<file path="src/rtl/hier_path_pkg.sv">
// Shared definitions for the hierarchical path decoder: default geometry,
// derived field widths, FSM state encoding and a constant power helper.
package hier_path_pkg;

    localparam int DEF_FANOUT  = 5;
    localparam int DEF_DEPTH   = 10;
    localparam int DEF_IDX_W   = 24;
    localparam int DEF_DIGIT_W = $clog2(DEF_FANOUT);
    localparam int DEF_LEVEL_W = $clog2(DEF_DEPTH);

    typedef enum logic [1:0] {
        IDLE,
        RANGE,
        DIVIDE,
        EMIT
    } state_e;

    typedef logic [DEF_DIGIT_W-1:0] digit_t;

    // Integer power used to size the number of addressable leaves.
    function automatic longint unsigned ipow(input int unsigned base, input int unsigned exp);
        longint unsigned acc;
        acc = 1;
        for (int unsigned i = 0; i < exp; i++) begin
            acc = acc * longint'(base);
        end
        return acc;
    endfunction

endpackage

</file>
<file path="src/rtl/hier_path_divider.sv">
// Sequential restoring divider by a constant DIVISOR. One quotient bit is
// produced per cycle; the cycle that asserts start_i already performs the
// first step, so back-to-back divisions need no idle cycle in between.
// done_o is high for exactly one cycle once all WIDTH bits are resolved.
module hier_path_divider #(
    parameter int WIDTH   = 24,
    parameter int DIVISOR = 5
) (
    input  logic                       clk,
    input  logic                       rst,
    input  logic                       start_i,
    input  logic [WIDTH-1:0]           dividend_i,
    output logic                       done_o,
    output logic [WIDTH-1:0]           quotient_o,
    output logic [$clog2(DIVISOR)-1:0] remainder_o
);

    localparam int RW = $clog2(DIVISOR);
    localparam int CW = $clog2(WIDTH + 1);

    logic [RW-1:0]    rem_q;
    logic [WIDTH-1:0] quo_q;
    logic [CW-1:0]    cnt_q;
    logic             busy_q;

    logic [RW-1:0]    srcRem;
    logic [WIDTH-1:0] srcQuo;
    logic [RW:0]      trial;
    logic [RW:0]      diff;
    logic [RW-1:0]    rem_d;
    logic [WIDTH-1:0] quo_d;

    // One shift-subtract step, seeded from the new dividend when starting.
    always_comb begin
        srcRem = start_i ? '0 : rem_q;
        srcQuo = start_i ? dividend_i : quo_q;
        trial  = {srcRem, srcQuo[WIDTH-1]};
        diff   = trial - (RW+1)'(DIVISOR);
        if (trial >= (RW+1)'(DIVISOR)) begin
            rem_d = diff[RW-1:0];
            quo_d = {srcQuo[WIDTH-2:0], 1'b1};
        end else begin
            rem_d = trial[RW-1:0];
            quo_d = {srcQuo[WIDTH-2:0], 1'b0};
        end
    end

    // Advance the division until all bits are done, then drop busy.
    always_ff @(posedge clk) begin
        if (rst) begin
            rem_q  <= '0;
            quo_q  <= '0;
            cnt_q  <= '0;
            busy_q <= 1'b0;
        end else if (start_i) begin
            rem_q  <= rem_d;
            quo_q  <= quo_d;
            cnt_q  <= CW'(1);
            busy_q <= 1'b1;
        end else if (busy_q) begin
            if (cnt_q != CW'(WIDTH)) begin
                rem_q <= rem_d;
                quo_q <= quo_d;
                cnt_q <= cnt_q + CW'(1);
            end else begin
                busy_q <= 1'b0;
            end
        end
    end

    assign done_o      = busy_q && (cnt_q == CW'(WIDTH));
    assign quotient_o  = quo_q;
    assign remainder_o = rem_q;

endmodule

</file>
<file path="src/rtl/hier_path_decoder.sv">
// Converts a flat leaf index into its per-level instance path. Digits are
// computed deepest level first by repeated division by FANOUT, buffered,
// then streamed out level 0 first over a valid/ready handshake.
// Optional feature: define HIER_PATH_DECODER_RANGE_CHECK_EN to reject
// indices >= FANOUT**DEPTH with a one-cycle err pulse. Without it err is
// tied low and the level-0 digit is the low bits of the last quotient.
module hier_path_decoder
    import hier_path_pkg::*;
#(
    parameter int FANOUT = DEF_FANOUT,
    parameter int DEPTH  = DEF_DEPTH,
    parameter int IDX_W  = DEF_IDX_W
) (
    input  logic                      clk,
    input  logic                      rst,
    input  logic                      in_valid,
    output logic                      in_ready,
    input  logic [IDX_W-1:0]          in_index,
    output logic                      out_valid,
    input  logic                      out_ready,
    output logic [$clog2(DEPTH)-1:0]  out_level,
    output logic [$clog2(FANOUT)-1:0] out_digit,
    output logic                      out_last,
    output logic                      err
);

    localparam int DW = $clog2(FANOUT);
    localparam int LW = $clog2(DEPTH);

    state_e           state_q;
    logic [IDX_W-1:0] idx_q;
    logic [LW-1:0]    divLevel_q;
    logic [DW-1:0]    digitBuf_q [DEPTH];
    logic             outValid_q;
    logic [LW-1:0]    outLevel_q;
    logic [DW-1:0]    outDigit_q;
    logic             outLast_q;
    logic [LW-1:0]    nextLevel_d;

    logic             rangeOk;
    logic             divStart;
    logic [IDX_W-1:0] divDividend;
    logic             divDone;
    logic [IDX_W-1:0] divQuotient;
    logic [DW-1:0]    divRemainder;
    logic [DW-1:0]    lvl0Digit;

`ifdef HIER_PATH_DECODER_RANGE_CHECK_EN
    localparam longint unsigned LEAF_COUNT = ipow(FANOUT, DEPTH);
    logic err_q;
    assign rangeOk   = (64'(idx_q) < LEAF_COUNT);
    assign lvl0Digit = divRemainder;
    assign err       = err_q;
`else
    assign rangeOk   = 1'b1;
    assign lvl0Digit = digitBuf_q[0];
    assign err       = 1'b0;
`endif

    // Kick the divider from RANGE, and chain each quotient into the next level.
    always_comb begin
        divStart    = ((state_q == RANGE) && rangeOk) ||
                      ((state_q == DIVIDE) && divDone && (divLevel_q != '0));
        divDividend = (state_q == RANGE) ? idx_q : divQuotient;
        nextLevel_d = outLevel_q + LW'(1);
    end

    hier_path_divider #(
        .WIDTH   (IDX_W),
        .DIVISOR (FANOUT)
    ) u_divider (
        .clk         (clk),
        .rst         (rst),
        .start_i     (divStart),
        .dividend_i  (divDividend),
        .done_o      (divDone),
        .quotient_o  (divQuotient),
        .remainder_o (divRemainder)
    );

    // Main control: accept, range check, collect digits, stream them out.
    always_ff @(posedge clk) begin
        if (rst) begin
            state_q    <= IDLE;
            idx_q      <= '0;
            divLevel_q <= '0;
            outValid_q <= 1'b0;
            outLevel_q <= '0;
            outDigit_q <= '0;
            outLast_q  <= 1'b0;
            for (int i = 0; i < DEPTH; i++) begin
                digitBuf_q[i] <= '0;
            end
`ifdef HIER_PATH_DECODER_RANGE_CHECK_EN
            err_q      <= 1'b0;
`endif
        end else begin
`ifdef HIER_PATH_DECODER_RANGE_CHECK_EN
            err_q <= 1'b0;
`endif
            case (state_q)
                IDLE: begin
                    if (in_valid) begin
                        idx_q   <= in_index;
                        state_q <= RANGE;
                    end
                end
                RANGE: begin
                    if (rangeOk) begin
                        divLevel_q <= LW'(DEPTH - 1);
                        state_q    <= DIVIDE;
                    end else begin
`ifdef HIER_PATH_DECODER_RANGE_CHECK_EN
                        err_q      <= 1'b1;
`endif
                        state_q    <= IDLE;
                    end
                end
                DIVIDE: begin
                    if (divDone) begin
`ifdef HIER_PATH_DECODER_RANGE_CHECK_EN
                        digitBuf_q[divLevel_q] <= divRemainder;
`else
                        if (divLevel_q != '0) begin
                            digitBuf_q[divLevel_q] <= divRemainder;
                        end
                        if (divLevel_q == LW'(1)) begin
                            digitBuf_q[0] <= divQuotient[DW-1:0];
                        end
`endif
                        if (divLevel_q == '0) begin
                            outValid_q <= 1'b1;
                            outLevel_q <= '0;
                            outDigit_q <= lvl0Digit;
                            outLast_q  <= (DEPTH == 1);
                            state_q    <= EMIT;
                        end else begin
                            divLevel_q <= divLevel_q - LW'(1);
                        end
                    end
                end
                EMIT: begin
                    if (out_ready) begin
                        if (outLast_q) begin
                            outValid_q <= 1'b0;
                            outLevel_q <= '0;
                            outDigit_q <= '0;
                            outLast_q  <= 1'b0;
                            state_q    <= IDLE;
                        end else begin
                            outLevel_q <= nextLevel_d;
                            outDigit_q <= digitBuf_q[nextLevel_d];
                            outLast_q  <= (nextLevel_d == LW'(DEPTH - 1));
                        end
                    end
                end
                default: state_q <= IDLE;
            endcase
        end
    end

    assign in_ready  = (state_q == IDLE);
    assign out_valid = outValid_q;
    assign out_level = outLevel_q;
    assign out_digit = outDigit_q;
    assign out_last  = outLast_q;

endmodule

</file>
<file path="config.mk">
export PLATFORM = sky130hd
export DESIGN_NAME = hier_path_decoder
export DESIGN_NICKNAME = d
export VERILOG_FILES = /design/src/rtl/hier_path_pkg.sv /design/src/rtl/hier_path_divider.sv /design/src/rtl/hier_path_decoder.sv
export SDC_FILE = /design/constraint.sdc
export NUM_CORES = 1
export LEC_CHECK = 0
export CELL_PAD_IN_SITES_DETAIL_PLACEMENT = 2
export CELL_PAD_IN_SITES_GLOBAL_PLACEMENT = 2
export CORE_MARGIN = 1
export CORE_UTILIZATION = 39
export CTS_BUF_LIST = sky130_fd_sc_hd__clkbuf_4
export CTS_CLUSTER_SIZE = 40
export DETAILED_ROUTE_END_ITERATION = 7
export GPL_TIMING_DRIVEN = 0
export PLACE_DENSITY_LB_ADDON = 0.1
export SLEW_MARGIN = 30
export SYNTH_ARGS = -nofsm -noshare
export SYNTH_HDL_FRONTEND = slang
export SYNTH_SLANG_ARGS = --single-unit
</file>
<file path="constraint.sdc">
create_clock -name clk -period 3.24 [get_ports clk]
set_clock_uncertainty 0.15 [all_clocks]
set_input_delay 0.324 -clock clk [delete_from_list [all_inputs] [get_ports clk]]
set_output_delay 0.324 -clock clk [all_outputs]
set_load 0.02 [all_outputs]
</file>
Yosys cells after proc, flatten, opt, wreduce, memory -nomap -nowiden --
Memory sizes are Yosys's and may differ from the RTL's. Index checks and enable logic that the tools add are counted.
Storage, ports and cells: bits in registers 72, memory bits (writable) 30, memories kept 1
Operators by class: add/subtract/negate cells 4, $lt $le $gt $ge 1, eq/ne operators 13, multiplexer cells 62, bitwise logic cells 1, reductions and logical operators 20
Memory list:
- digitBuf_q | depth 10, bits a word 3, rd ports 2, clocked after Yosys merged registers in 0, write ports 10, line hier_path_decoder.sv:33 | logic [DW-1:0] digitBuf_q [DEPTH];
Operator list (count):
- two-way mux 24 bit | 5
- two-way mux 3 bit | 11
- two-way mux 1 bit | 28
- two-way mux 4 bit | 7
- one-hot mux 4 bit (2 select lines) | 2
- two-way mux 2 bit | 5
- inequality test 2 bit, second input constant | 5
- AND reduction 5 bit | 2
- one-hot mux 2 bit (4 select lines) | 1
- nonzero test 2 bit | 4
- one-hot mux 3 bit (2 select lines) | 1
- AND reduction 2 bit | 3
- adder 5 x 1 -> 5 bit, second input constant | 1
- equality test 5 bit, second input constant | 1
- inequality test 5 bit, second input constant | 1
- adder 4 x 1 -> 4 bit, second input constant | 1
- equality test 2 bit, second input constant | 2
- equality test 4 x 1 -> 1 bit, second input constant | 1
- equality test 4 bit, second input constant | 1
- >= comparator 4 x 3 -> 1 bit, second input constant | 1
- zero test 4 bit | 1
- one-hot mux 1 bit (2 select lines) | 2
- AND reduction 4 bit | 1
- nonzero test 4 bit | 1
- other kinds (11) | 13

Logic depth before layout (Yosys ltp) --
depth in word-level cells 11, gate-level depth with buffers 15, gate-level depth less buffers 14

Modules after synthesis --
Synthesis repeated with hierarchy kept, for this count alone.
Second synthesis, totals: cell total of the unflattened synthesis 590, area total of the unflattened synthesis 6077.1 um^2
By module, submodules not included:
- hier_path_decoder | instances 1, cells an instance 402, area each 4434.3 um^2
- hier_path_divider | instances 1, cells an instance 188, area each 1642.8 um^2

Worst setup path after synthesis --
Ideal clock, no wire load.
path type reg2reg, start register divLevel_q[0], end register u_divider.rem_q[1], in the netlist u_divider.remainder_o[1], arrival 2.494 ns, path slack 0.464 ns, cell stages (with the launch flop) 15, buffers on the path 2, clock period less this slack 2.776 ns, cell sequence dfxtp_1 -> clkbuf_1 -> inv_1 -> ha_1 -> nand2_1 -> and3_1 -> clkbuf_1 -> nor2_1 -> nand2_1 -> ha_1 -> nand2b_1 -> a21oi_1 -> mux2_2 -> nand4_1 -> a21oi_1
Between the ends: word-level cells in the longest chain between the ends 9
Ends and longest elaborated chain:
- from (decl) | line hier_path_decoder.sv:32 | logic [LW-1:0] divLevel_q;
- from (signal assigned) | line hier_path_decoder.sv:110 | divLevel_q <= LW'(DEPTH - 1);
- from (signal assigned) | line hier_path_decoder.sv:138 | divLevel_q <= divLevel_q - LW'(1);
- nonzero test 4 bit * | line hier_path_decoder.sv:63 | ((state_q == DIVIDE) && divDone && (divLevel_q != '0));
- logical AND 1 bit * | line hier_path_decoder.sv:63
- logical OR 1 bit * | line hier_path_decoder.sv:62 | divStart = ((state_q == RANGE) && rangeOk) ||
- two-way mux 24 bit or two-way mux 3 bit (tied branches) | line hier_path_divider.sv:36, hier_path_divider.sv:35
- >= comparator 4 x 3 -> 1 bit or subtractor 3 bit (tied branches) | line hier_path_divider.sv:39, hier_path_divider.sv:38
- two-way mux 3 bit | line hier_path_divider.sv:39 | if (trial >= (RW+1)'(DIVISOR)) begin
- two-way mux 3 bit | line hier_path_divider.sv:61 | if (cnt_q != CW'(WIDTH)) begin
- two-way mux 3 bit | line hier_path_divider.sv:60 | end else if (busy_q) begin
- two-way mux 3 bit | line hier_path_divider.sv:55 | end else if (start_i) begin
- to (signal assigned) | line hier_path_divider.sv:56 | rem_q <= rem_d;
- to (signal assigned) | line hier_path_divider.sv:62 | rem_q <= rem_d;
- to (decl) | line hier_path_divider.sv:21 | logic [RW-1:0] rem_q;
Mark *: on every way between the ends. The rest lies on a longest branch, timed or not. The select of a mux whose other input is x is not followed. A chain may end at the register's enable or synchronous reset.

Worst setup path after layout --
Ends and elaborated chain as after synthesis.

==> out/results.tsv <==
stage	metric	value	unit
power_and_ir_drop	net_switching_power	1.36	mW
floorplanning	design.die.area	0.0147	mm^2
clocking	cts_hold_buffers	0	
floorplanning	ioPinCount	39	
power_and_ir_drop	power.clock.fraction	27.0	%
synthesis	ys_top_cells_by_area	dfxtp_1 26%, edfxtp_1 26%, nand2_1 8.4%, a21oi_1 5.2%, mux2_2 4.9%	
timing	slew_viol_final	0	
synthesis	synth_edf_count	48	
detailed_routing	drc	0	
synthesis	synth-main-ff-cell	dfxtp_1	
timing	setup_repair_after_global_routing_missed_its_margin	false	
global_route	grt_max_degree	17	
timing	setup_slack	0.226	ns
run_status	outcome	finished, final reports clean	
cells_and_area	area_growth_syn_to_layout	15.7	%
clocking	cts_made_buffers	17	
cells_and_area	finalNetCount	647	
detailed_routing	wl_met2	8.99	mm
detailed_routing	firstDrtPassIters	4	
detailed_routing	routed-via-count	4259	
detailed_routing	wl_per_cell	19.6	um
detailed_routing	final_antenna_net_count	0	
synthesis	synth.largest_area_cell	dfxtp_1	
detailed_routing	m1WireLength	6.15	mm
global_route	grt_remaining_overflow	0	
power_and_ir_drop	seq_power_share	44.7	%
timing	worst_margin_pin_slew	0.906	ns
detailed_routing	drtIter0Drc	130	
synthesis	synth.lib_cells_used.distinct	51	
cells_and_area	layout.cells.most_common_list	124 x nand2_1, 71 x dfxtp_1, 56 x a21oi_1	
synthesis	synth_seq_area_share	52.1	%
timing	relSlewSlack	39.4	%
cells_and_area	cell_count_final_fillers_out	801	
global_route	antenna_violations_before_repair	1	
clocking	cts_tree	built	
placed_design	finalWeightedCongestion	0.759	
floorplanning	die_w	121	um
setup_path	cp_data_required_time	3.49	ns
synthesis	ys_ff_latch	120	
detailed_routing	dr_wl_met3	325	um
cells_and_area	layout-drive-gt1-share	13.7	%
floorplanning	row_count	43	
global_route	grt.total_usage	23.1	%
floorplanning	initial_core_util	39.9	%
setup_path	timing.critical_path.slowest_stage_cell	mux2_2	
placed_design	post-dp-hpwl	11.9	mm
clocking	clock_tree.buffer_depth	2	
power_and_ir_drop	worst_ir_drop_vdd	0.000246	V
synthesis	synthesis.area	0.00553	mm^2
clocking	worst_setup_hold_path_clk_slew	0.11	ns
placed_design	place.detailed.instances	770	
cells_and_area	final_standard_cell_utilization_of_the_core	46.1	%
setup_path	endpoint_kind	flip-flop	
timing	period_share	93.0	%
setup_path	critical_path_class	flip-flop to flip-flop	
clocking	clock_latency	0.54	ns
placed_design	place.port_buffers	36	
synthesis	synth.yosys.warnings	0	
clocking	htree_num_levels	4	
clocking	cts_sinks	120	
placed_design	placedInstanceArea	0.00612	mm^2
setup_path	arrival	3.27	ns
setup_path	slowest_delay	0.36	ns
power_and_ir_drop	power.combinational.fraction	28.3	%
synthesis	synthesis.area_per_instance	9.99	um^2
detailed_routing	drt_wl_total	15.7	mm
timing	layout_min_cycle_time	3.01	ns
floorplanning	floorplan.die.height	121	um
global_route	grt_pass1_wl	24.9	mm
power_and_ir_drop	power_leakage	2.33	nW
clocking	clock_tree.root_cell	clkbuf_4	
power_and_ir_drop	p_per_area	622	mW/mm^2
setup_path	critical_path_peak_fanout	10	
synthesis	synth_fp_nets	594	
synthesis	synth_largest_type_area_fraction	26.1	%
power_and_ir_drop	netSwitchingFraction	34.2	%
synthesis	synthArstFlopShare	0	%
hold_path	min_path_type	primary input to flip-flop	
flow_run	cap_violations	0	
timing	final-setup-viol-count	0	
timing	final.setup.tns	0	ns
synthesis	synthCells	554	
detailed_routing	drt-vias-per-instance	5.32	
placed_design	place_worst_setup_slack	-0.244	ns
timing	fmax	332	MHz
setup_path	worstSetupStartpointType	flip-flop	
floorplanning	coreArea	0.0139	mm^2
power_and_ir_drop	power.internal	2.62	mW
global_route	grt_pass1_vias	4672	
timing	hold_viol	0	
cells_and_area	final_area	0.00640	mm^2
setup_path	path_cells	clkbuf_2 > inv_1 > ha_1 > nand2_1 > and3_2 > nor2_1 > nand2_1 > ha_1 > nand2b_1 > a21oi_2 > mux2_2 > nand4_1 > a21oi_1	
detailed_routing	top_signal_layer_used	met4	
cells_and_area	layout_commonest_cell	nand2_1	
==> critical path: cells and delay by family, from the launching register on <==
family	cells	cell delay, ns
and+or+nand+nor	6	0.91
adders and majority gates	2	0.50
muxes	1	0.36
DFF	1	0.34
buffers and inverters	2	0.32
AOI/OAI and AO/OA	2	0.31
==> logic make-up after synthesis <==
group	Yosys count	share of synthesized area [%]
AND/OR/NAND/NOR	235	18.8
flip-flops	120	52.1
AO/OA/AOI/OAI	91	10.4
buffers and inverters	46	3.78
multiplexers	40	10.7
adder cells (fa/ha/maj)	12	2.71
XOR/XNOR	9	1.42
other	1	0.0678
==> final cells by class <==
type / count / area, um^2
antenna: 1 / 2.50
sequential: 120 / 2880
inverter: 13 / 48.8
multi-input combinational: 388 / 2450
timing repair buffer: 36 / 360
clock inverter: 14 / 138
buffer: 31 / 154
fill: 1477 / 7480
tap: 180 / 225
clock buffer: 18 / 135
==> Yosys cell counts, types with 5 or more instances <==
cell / instances
and3_1: 9
mux4_2: 9
nor2_1: 54
nand2b_1: 5
nand2_1: 124
a21o_1: 7
xor2_1: 7
dfxtp_1: 72
ha_1: 12
buf_2: 6
nor3b_1: 5
inv_1: 12
clkbuf_1: 21
nor3_1: 7
edfxtp_1: 48
mux2_2: 24
a21oi_1: 57
nand3_1: 10
==> metrics by stage <==
stage	hold slack [ns]	power, mW
2_1_floorplan	0.282	2.58
3_3_place_gp	0.295	2.89
3_5_place_dp	0.301	2.96
4_1_cts	0.113	4.05
5_1_grt	0.147	4.21
6_report	0.170	3.98
==> flip-flops by register name (all words and copies together) (netlist names) <==
| signal | flops |
|---|---|
| state_q | 2 |
| u_divider.cnt_q | 5 |
| digitBuf_q | 48 |
| out_level | 4 |
| out_last | 1 |
| out_digit | 3 |
| idx_q | 24 |
| divLevel_q | 4 |
| out_valid | 1 |
| u_divider.quotient_o | 24 |
| u_divider.remainder_o | 3 |
| u_divider.busy_q | 1 |
==> power groups by stage <==
stage / Clock, mW / Sequential [mW] / Combinational (mW)
6_report: 1.08 / 1.78 / 1.13
5_1_grt: 1.16 / 1.80 / 1.25
3_5_place_dp: 0 / 1.82 / 1.14
2_1_floorplan: 0 / 1.79 / 0.788
3_3_place_gp: 0 / 1.81 / 1.08
4_1_cts: 1.12 / 1.78 / 1.15
==> repair_timing <==
action | in CTS | in global routing
gates resized for setup | 4 | 2
setup endpoints to repair | 3 | 2
setup buffers | 0 | 0
==> path summary, 6_finish.rpt <==
check                startpoint                  endpoint  slack (ns)  cells past startpoint
setup / recovery  divLevel_q[0]  u_divider.remainder_o[1]        0.23                     13
hold / removal      in_index[8]                  idx_q[8]        0.17                      3
hold reg to reg       idx_q[12]  u_divider.quotient_o[13]        0.31                      2
setup reg to reg  divLevel_q[0]  u_divider.remainder_o[1]        0.23                     13
==> routing by layer <==
layer / vias to the layer above / GRT usage, %
met4: 0 / 7.72
met3: 16 / 4.70
met5: - / 0
met2: 56 / 45.8
li1: 2050 / -
met1: 2137 / 23.8
(Power assumes the default switching activity.)
